==> src/rtl/synapse_scheduler.sv <==
// Timestep sequencer for the SNN synapse layer: serial current accumulation over
// spiking pre-neurons, neuron handshake, and an optional read-modify-write STDP pass.
module synapse_scheduler #(
    parameter int PRE_NEURONS  = 500,
    parameter int POST_NEURONS = 10,
    parameter int WEIGHT_WIDTH = 8,
    parameter int CUR_WIDTH    = 16,
    parameter int ADDR_WIDTH   = 9
) (
    input  logic                                 clk,
    input  logic                                 rst_n,
    input  logic                                 start,
    input  logic                                 learning_enable,
    input  logic [PRE_NEURONS-1:0]               pre_spikes,
    input  logic                                 post_valid,
    input  logic [POST_NEURONS-1:0]              post_spikes,
    output logic                                 wt_rd_en,
    output logic [ADDR_WIDTH-1:0]                wt_addr,
    input  logic [POST_NEURONS*WEIGHT_WIDTH-1:0] wt_rd_data,
    output logic                                 wt_wr_en,
    output logic [POST_NEURONS*WEIGHT_WIDTH-1:0] wt_wr_data,
    output logic [POST_NEURONS*CUR_WIDTH-1:0]    post_currents,
    output logic                                 neuron_step,
    output logic                                 busy,
    output logic                                 done
);

    typedef enum logic [2:0] {
        S_IDLE,
        S_ACCUM,
        S_DRAIN,
        S_FIRE,
        S_WAIT,
        S_STDP,
        S_FIN
    } state_t;

    localparam logic [ADDR_WIDTH-1:0]   LAST_IDX = ADDR_WIDTH'(PRE_NEURONS - 1);
    localparam logic [WEIGHT_WIDTH-1:0] W_HI     = WEIGHT_WIDTH'(250);
    localparam logic [WEIGHT_WIDTH-1:0] W_LO     = WEIGHT_WIDTH'(5);
    localparam logic [WEIGHT_WIDTH-1:0] INC_PQ   = WEIGHT_WIDTH'(5);
    localparam logic [WEIGHT_WIDTH-1:0] DEC_P    = WEIGHT_WIDTH'(3);
    localparam logic [WEIGHT_WIDTH-1:0] INC_Q    = WEIGHT_WIDTH'(2);

    state_t                             state_q, state_d;
    logic [ADDR_WIDTH-1:0]              idx_q, idx_d;
    logic                               phase_q, phase_d;
    logic                               acc_pend_q, acc_pend_d;
    logic                               learn_q, learn_d;
    logic [PRE_NEURONS-1:0]             pre_q, pre_d;
    logic [POST_NEURONS-1:0]            post_q, post_d;
    logic [POST_NEURONS*CUR_WIDTH-1:0]  cur_q, cur_d;

    logic                               pre_bit;
    logic [POST_NEURONS*CUR_WIDTH-1:0]  sat_sum;
    logic [POST_NEURONS*WEIGHT_WIDTH-1:0] new_col;

    // In ACCUM this gates the read; in STDP it is the column's pre-spike.
    assign pre_bit = pre_q[idx_q];

    generate
        for (genvar gi = 0; gi < POST_NEURONS; gi++) begin : g_post
            logic [WEIGHT_WIDTH-1:0] w_i;
            logic [WEIGHT_WIDTH-1:0] upd_i;
            logic [CUR_WIDTH:0]      sum_i;

            assign w_i   = wt_rd_data[gi*WEIGHT_WIDTH +: WEIGHT_WIDTH];
            assign sum_i = {1'b0, cur_q[gi*CUR_WIDTH +: CUR_WIDTH]}
                         + {{(CUR_WIDTH + 1 - WEIGHT_WIDTH){1'b0}}, w_i};
            assign sat_sum[gi*CUR_WIDTH +: CUR_WIDTH] =
                sum_i[CUR_WIDTH] ? {CUR_WIDTH{1'b1}} : sum_i[CUR_WIDTH-1:0];

            always_comb begin
                upd_i = w_i;
                case ({pre_bit, post_q[gi]})
                    2'b11:   if (w_i < W_HI) upd_i = w_i + INC_PQ;
                    2'b10:   if (w_i > W_LO) upd_i = w_i - DEC_P;
                    2'b01:   if (w_i < W_HI) upd_i = w_i + INC_Q;
                    default: upd_i = w_i;
                endcase
            end

            assign new_col[gi*WEIGHT_WIDTH +: WEIGHT_WIDTH] = upd_i;
        end
    endgenerate

    always_comb begin
        state_d     = state_q;
        idx_d       = idx_q;
        phase_d     = phase_q;
        learn_d     = learn_q;
        pre_d       = pre_q;
        post_d      = post_q;
        cur_d       = cur_q;
        acc_pend_d  = 1'b0;
        wt_rd_en    = 1'b0;
        wt_wr_en    = 1'b0;
        wt_addr     = '0;
        wt_wr_data  = '0;
        neuron_step = 1'b0;
        done        = 1'b0;
        busy        = (state_q != S_IDLE);

        // Read data lands one cycle after an issued ACCUM read.
        if (acc_pend_q) begin
            cur_d = sat_sum;
        end

        case (state_q)
            S_IDLE: begin
                if (start) begin
                    pre_d   = pre_spikes;
                    learn_d = learning_enable;
                    cur_d   = '0;
                    idx_d   = '0;
                    state_d = S_ACCUM;
                end
            end
            S_ACCUM: begin
                wt_addr    = idx_q;
                wt_rd_en   = pre_bit;
                acc_pend_d = pre_bit;
                if (idx_q == LAST_IDX) begin
                    idx_d   = '0;
                    state_d = S_DRAIN;
                end else begin
                    idx_d = idx_q + 1'b1;
                end
            end
            S_DRAIN: begin
                state_d = S_FIRE;
            end
            S_FIRE: begin
                neuron_step = 1'b1;
                state_d     = S_WAIT;
            end
            S_WAIT: begin
                if (post_valid) begin
                    post_d  = post_spikes;
                    idx_d   = '0;
                    phase_d = 1'b0;
                    state_d = learn_q ? S_STDP : S_FIN;
                end
            end
            S_STDP: begin
                // Alternate read / write cycles so the shared address bus never collides.
                wt_addr = idx_q;
                if (!phase_q) begin
                    wt_rd_en = 1'b1;
                    phase_d  = 1'b1;
                end else begin
                    wt_wr_en   = 1'b1;
                    wt_wr_data = new_col;
                    phase_d    = 1'b0;
                    if (idx_q == LAST_IDX) begin
                        idx_d   = '0;
                        state_d = S_FIN;
                    end else begin
                        idx_d = idx_q + 1'b1;
                    end
                end
            end
            S_FIN: begin
                done    = 1'b1;
                state_d = S_IDLE;
            end
            default: begin
                state_d = S_IDLE;
            end
        endcase
    end

    always_ff @(posedge clk or negedge rst_n) begin
        if (!rst_n) begin
            state_q    <= S_IDLE;
            idx_q      <= '0;
            phase_q    <= 1'b0;
            acc_pend_q <= 1'b0;
            learn_q    <= 1'b0;
            pre_q      <= '0;
            post_q     <= '0;
            cur_q      <= '0;
        end else begin
            state_q    <= state_d;
            idx_q      <= idx_d;
            phase_q    <= phase_d;
            acc_pend_q <= acc_pend_d;
            learn_q    <= learn_d;
            pre_q      <= pre_d;
            post_q     <= post_d;
            cur_q      <= cur_d;
        end
    end

    assign post_currents = cur_q;

endmodule
==> config.mk <==
export PLATFORM = sky130hd
export DESIGN_NAME = synapse_scheduler
export DESIGN_NICKNAME = d
export VERILOG_FILES = /design/src/rtl/synapse_scheduler.sv
export SDC_FILE = /design/constraint.sdc
export NUM_CORES = 2
export LEC_CHECK = 0
export ABC_AREA = 0
export CAP_MARGIN = 40
export CORE_MARGIN = 4
export CORE_UTILIZATION = 35
export CTS_CLUSTER_DIAMETER = 60
export DETAILED_ROUTE_END_ITERATION = 16
export GPL_TIMING_DRIVEN = 0
export SLEW_MARGIN = 10
export SYNTH_ARGS = -nofsm -noshare
export SYNTH_HDL_FRONTEND = slang
export SYNTH_SLANG_ARGS = --single-unit
export TNS_END_PERCENT = 30
==> constraint.sdc <==
create_clock -name clk -period 4.6 [get_ports clk]
set_input_delay 0.46 -clock clk [delete_from_list [all_inputs] [get_ports clk]]
set_output_delay 0.46 -clock clk [all_outputs]
set_load 0.02 [all_outputs]
Word-level counts from Yosys, hierarchy flattened
Index checks and enable logic that the tools add are counted.
{"block": "classes", "n_addsub": 41, "magnitude_cmp": 21, "eq_ne": 42, "muxes": 79, "reduce_logical": 10}
{"op": "$mux 160", "count": 3}
{"op": "$mux 8", "count": 30}
{"op": "$pmux 8 s3", "count": 10}
{"op": "$add 16x8->17", "count": 10}
{"op": "$mux 16", "count": 10}
{"op": "$mux 80", "count": 2}
{"op": "$add 8x2->8 const B", "count": 10}
{"op": "$add 8x3->8 const B", "count": 10}
{"op": "$gt 8x3->1 const B", "count": 10}
{"op": "$lt 8x8->1 const B", "count": 10}
{"op": "$sub 8x2->8 const B", "count": 10}
{"op": "$mux 9", "count": 5}
{"op": "$eq 2x2->1 const B", "count": 20}
{"op": "$pmux 9 s4", "count": 1}
{"op": "$eq 2x1->1 const B", "count": 10}
{"op": "$pmux 3 s6", "count": 1}
{"op": "$mux 3", "count": 5}
{"op": "$lt 9x10->1 const B", "count": 1}
{"op": "$ne 2x2->1 const B", "count": 5}
{"op": "$add 9x1->9 const B", "count": 1}
{"op": "$bmux 1 s9", "count": 1}
{"op": "$eq 3x3->1 const B", "count": 3}
{"op": "$eq 9x9->1 const B", "count": 1}
{"op": "$mux 1", "count": 8}
{"op": "12 further kinds", "count": 16}
{"block": "word_totals", "register_bits": 685, "inputBits": 595, "output_inout_bits": 254, "elab_cells": 201}

Longest topological paths before layout
{"block": "logic_depth", "ltp_word": 6, "depth_mapped": 18, "ltp_nobuf": 11}

Least setup slack after synthesis
OpenSTA, ideal clock, no wires.
{"block": "synth_path", "path_type": "reg-to-output", "start": "register idx_q[0]", "end": "output wt_wr_data[62]", "arrival_ns": 3.346, "required_time_ns": 4.140, "setup_slack_ns": 0.794, "path_stages_with_launch": 16, "n_path_buf": 6, "path_cell_list": "dfrtp_1 -> buf_6 -> buf_12 -> buf_8 -> buf_6 -> buf_4 -> mux4_2 -> a22oi_1 -> nand2_1 -> a22oi_1 -> nand4_1 -> a21oi_2 -> or2_1 -> buf_2 -> a21oi_1 -> a211oi_1"}
{"block": "synth_between", "elab_chain_len": 6, "word_cells_on_any_way": 8, "classes_between": "eq/ne: 3; mux: 5"}
{"element": "start: declaration", "line": "46", "rtl": "logic [ADDR_WIDTH-1:0] idx_q, idx_d;"}
{"element": "start signal: assignment", "line": "185", "rtl": "idx_q <= idx_d;"}
{"element": "$bmux 1 s9 *", "line": "59", "rtl": "assign pre_bit = pre_q[idx_q];"}
{"element": "$mux 1 (not written as such) *", "line": "59"}
{"element": "$eq 2x1->1 or $eq 2x2->1 (tied branches)", "line": "75", "rtl": "case ({pre_bit, post_q[gi]})"}
{"element": "$pmux 8 s3 *", "line": "75"}
{"element": "$mux 80 *", "line": "148", "rtl": "if (!phase_q) begin"}
{"element": "$mux 80 *", "line": "109", "rtl": "case (state_q)"}
{"element": "end: declaration", "line": "21", "rtl": "output logic [POST_NEURONS*WEIGHT_WIDTH-1:0] wt_wr_data,"}
Mark *: on every way between the ends. The rest lies on a longest branch, timed or not. The select of a mux whose other input is x is not followed.

Worst setup path in the final report
{"block": "layout_path", "start": "register idx_q[3]", "end": "output wt_wr_data[71]"}
Same word-level chain as after synthesis.

==> results.toml <==
[logic_synthesis]
synth_area_per_cell_um2 = 8.701
netlist_area_um2 = 40420
ys_warn_count = 0
syn_nets = 5381
synth_edf_count = 0
synth_seq_cells = 685
synth_cell_types = 79
ys_seq_area_share_pct = 42.41
synth-main-ff-cell = "dfrtp_1"
async_flop_share_pct = 100.0
synthCells = 4645

[floorplan]
std_cell_rows = 124
core_um2 = 114500
die_area_um2 = 121000
io_pins = 849
die_h_um = 347.8
die_width_um = 347.8
start_util_pct = 35.30

[place]
place_hpwl_mm = 144.5
gp_congestion = 0.9324
port_buffers = 848
place_ws_ns = -1.694

[layout]
layout_common_cells = "nand2_1, clkdlybuf4s50_1, dfrtp_1"
final_common_cell = "nand2_1"
area_growth_pct = 40.35
layout.nets = 6429
drive_gt1_share_pct = 13.43

[clock_tree]
cts.sinks = 685
cts-buffers-inserted = 91
cts-root-buf = "clkbuf_16"
path_clk_slew_ns = 0.06
cts_buffer_depth = 3
clkLatencyLatePin_ns = 0.68
htreeDepth = 3
cts_tree = "yes"

[global_route]
grt_pass1_wl_mm = 266.7
grt_pass1_vias = 39570
grt_overflow = 0
gr-usage-all-layers_pct = 29.62
grt_start_max_net_pins = 111
antenna_found_initial = 38

[power]
report.power.total_mw = 36.34
power_density_nw_per_um2 = 640.6
ir_worst_vdd_uv = 377.4
leakage_nw = 25.63

[timing]
fin_skew_ns = 0.04397
finalSetupViolCount = 81
final_hold_viol_count = 0
clock.fmax_ghz = 0.1927
relSlewSlack_pct = 42.67
period_needed_ns = 5.190
timing.final.crit_share_pct = 112.8
slew_violations = 0
setup_ws_ns = -0.5904
rsz0062_at_grt = "true"
max_slew.worst_pin.slew_ns = 0.8600

[setup_path]
crit_family = "buffers and inverters"
cp-start-kind = "register"
required_ns = 4.14
worstSetupPathType = "register to output pin"
critPathMaxStageDelay_ns = 0.51
worst-path-buf-inv = 7
endpoint_kind = "output pin"
crit_slowest_cell = "dfrtp_1"
cp_max_fo = 10
cp_common_cell = "buf_4"
crit_arrival_ns = 4.73
path_cells = "buf_4 -> buf_4 -> buf_6 -> buf_4 -> mux2i_2 -> a2111oi_1 -> o21ai_1 -> o31ai_2 -> a21oi_4 -> or2_4 -> buf_12 -> buf_12 -> o211ai_1 -> a21oi_2 -> buf_6"

[drt]
remaining_drc_errors = 0
routed_via_density = 5.443
finalWirelength_mm = 184.7
ant_nets = 0
firstDrtPassIters = 6
wire_per_inst_um = 25.31
vias = 39730
drtIter0Drc = 3193

[status]
status = "complete, but fails checks"
violations = "setup timing"

[run]
cap_violations = 0

[min_path]
hp-class = "input pin to async pin"
cells in the mapped netlist (all sizes together), types with 31 or more instances:
| library cell | number | share of area (%) |
|---|---|---|
| nand2 | 1691 | 16 |
| dfrtp | 685 | 42 |
| clkbuf | 234 | 2.2 |
| a21oi | 206 | 2.6 |
| nor2 | 185 | 1.7 |
| o21ai | 138 | 1.7 |
| ha | 131 | 4.1 |
| inv | 118 | 1.1 |
| mux4 | 109 | 6.1 |
| nand3 | 88 | 1.1 |
| o221a | 87 | 2.4 |
| xnor2 | 82 | 1.8 |
| mux2i | 78 | 1.9 |
| nor3 | 73 | 0.90 |
| buf | 65 | 1.2 |
| a211oi | 57 | 1.1 |
| and3 | 50 | 0.77 |
| xor2 | 45 | 0.98 |
| a31oi | 36 | 0.56 |
| o21bai | 34 | 0.63 |
| a21o | 31 | 0.58 |
| nand4 | 31 | 0.48 |
logic make-up (layout without fill, tap and decap cells):
logic type	Yosys count	after routing	synth area share, %
AND/OR/NAND/NOR	2251	2251	22.93
AO/OA/AOI/OAI	804	804	13.97
flip-flops	685	685	42.41
buffers and inverters	420	1540	4.458
multiplexers	217	217	8.916
adder cells (fa/ha/maj)	141	141	4.551
XOR/XNOR	127	127	2.752
other	0	21	0
cell type report:
class                      count  area [µm²]
antenna                       21       52.55
buffer                       298        1793
clock buffer                 117        2535
clock inverter                48       616.8
fill                       10890       57780
inverter                     121       454.2
multi-input combinational   3540       22370
sequential                   685       17140
tap                         1512        1892
timing repair buffer         956        9866
timing repair:
action,4_1_cts,5_1_grt
gates cloned,6,2
buffers inserted,31,19
endpoints found under the setup margin,82,82
gates resized for setup,640,179
pin swaps,49,40
hold buffers,1,0
hold endpoints to repair,40,0
state kept, by name (all words and copies together), names as in the netlist:
| signal | cells |
|---|---|
| idx_q | 9 |
| learn_q | 1 |
| post_currents | 160 |
| state_q | 3 |
| post_q | 10 |
| pre_q | 500 |
| acc_pend_q | 1 |
| phase_q | 1 |
path summary, 6_finish.rpt:
kind	from	depth (start not counted)	slack, ns	end
max	idx_q[3]	15	-0.59	wt_wr_data[71]
min	rst_n	2	0.24	post_currents[80]
max reg2reg	idx_q[0]	17	0.85	acc_pend_q
min reg2reg	pre_q[116]	2	0.47	pre_q[116]
max in group asynchronous	rst_n	6	2.11	pre_q[255]
min in group clk	pre_spikes[445]	3	0.30	pre_q[445]
layer usage:
layer / share of wire (%) / GRT usage (%) / wire length, µm / up-vias
met5: 0.10 / 0 / 187 / -
met4: 4.7 / 12.58 / 8685 / 26
met3: 8.1 / 6.894 / 14980 / 350
met2: 48 / 50.32 / 88380 / 1714
met1: 39 / 36.18 / 72510 / 19430
li1: - / - / - / 18210
power breakdown:
part | switching [mW] | internal [mW] | total (mW)
clock network | 3.05 | 4.36 | 7.41
logic | 10.5 | 8.30 | 18.8
registers | 1.63 | 8.53 | 10.2
stage by stage:
| stage | setup TNS (ns) | utilization (%) | hold WS (ns) | instance area [µm²] | std cells |
|---|---|---|---|---|---|
| after CTS | -41.42 | 48.85 | 0.2050 | 55930 | 7256 |
| final | -37.28 | 49.54 | 0.2412 | 56720 | 7298 |
| after detailed placement | -107.29 | 44.97 | 0.3549 | 51490 | 7053 |
| after global placement | - | 44.36 | 0.4501 | 50800 | 7005 |
| after global routing | -45.31 | 49.52 | 0.2499 | 56700 | 7288 |
| after floorplan | 0 | - | 0.1644 | 40420 | 4645 |
Note: power is estimated with default switching activity, not from simulation.
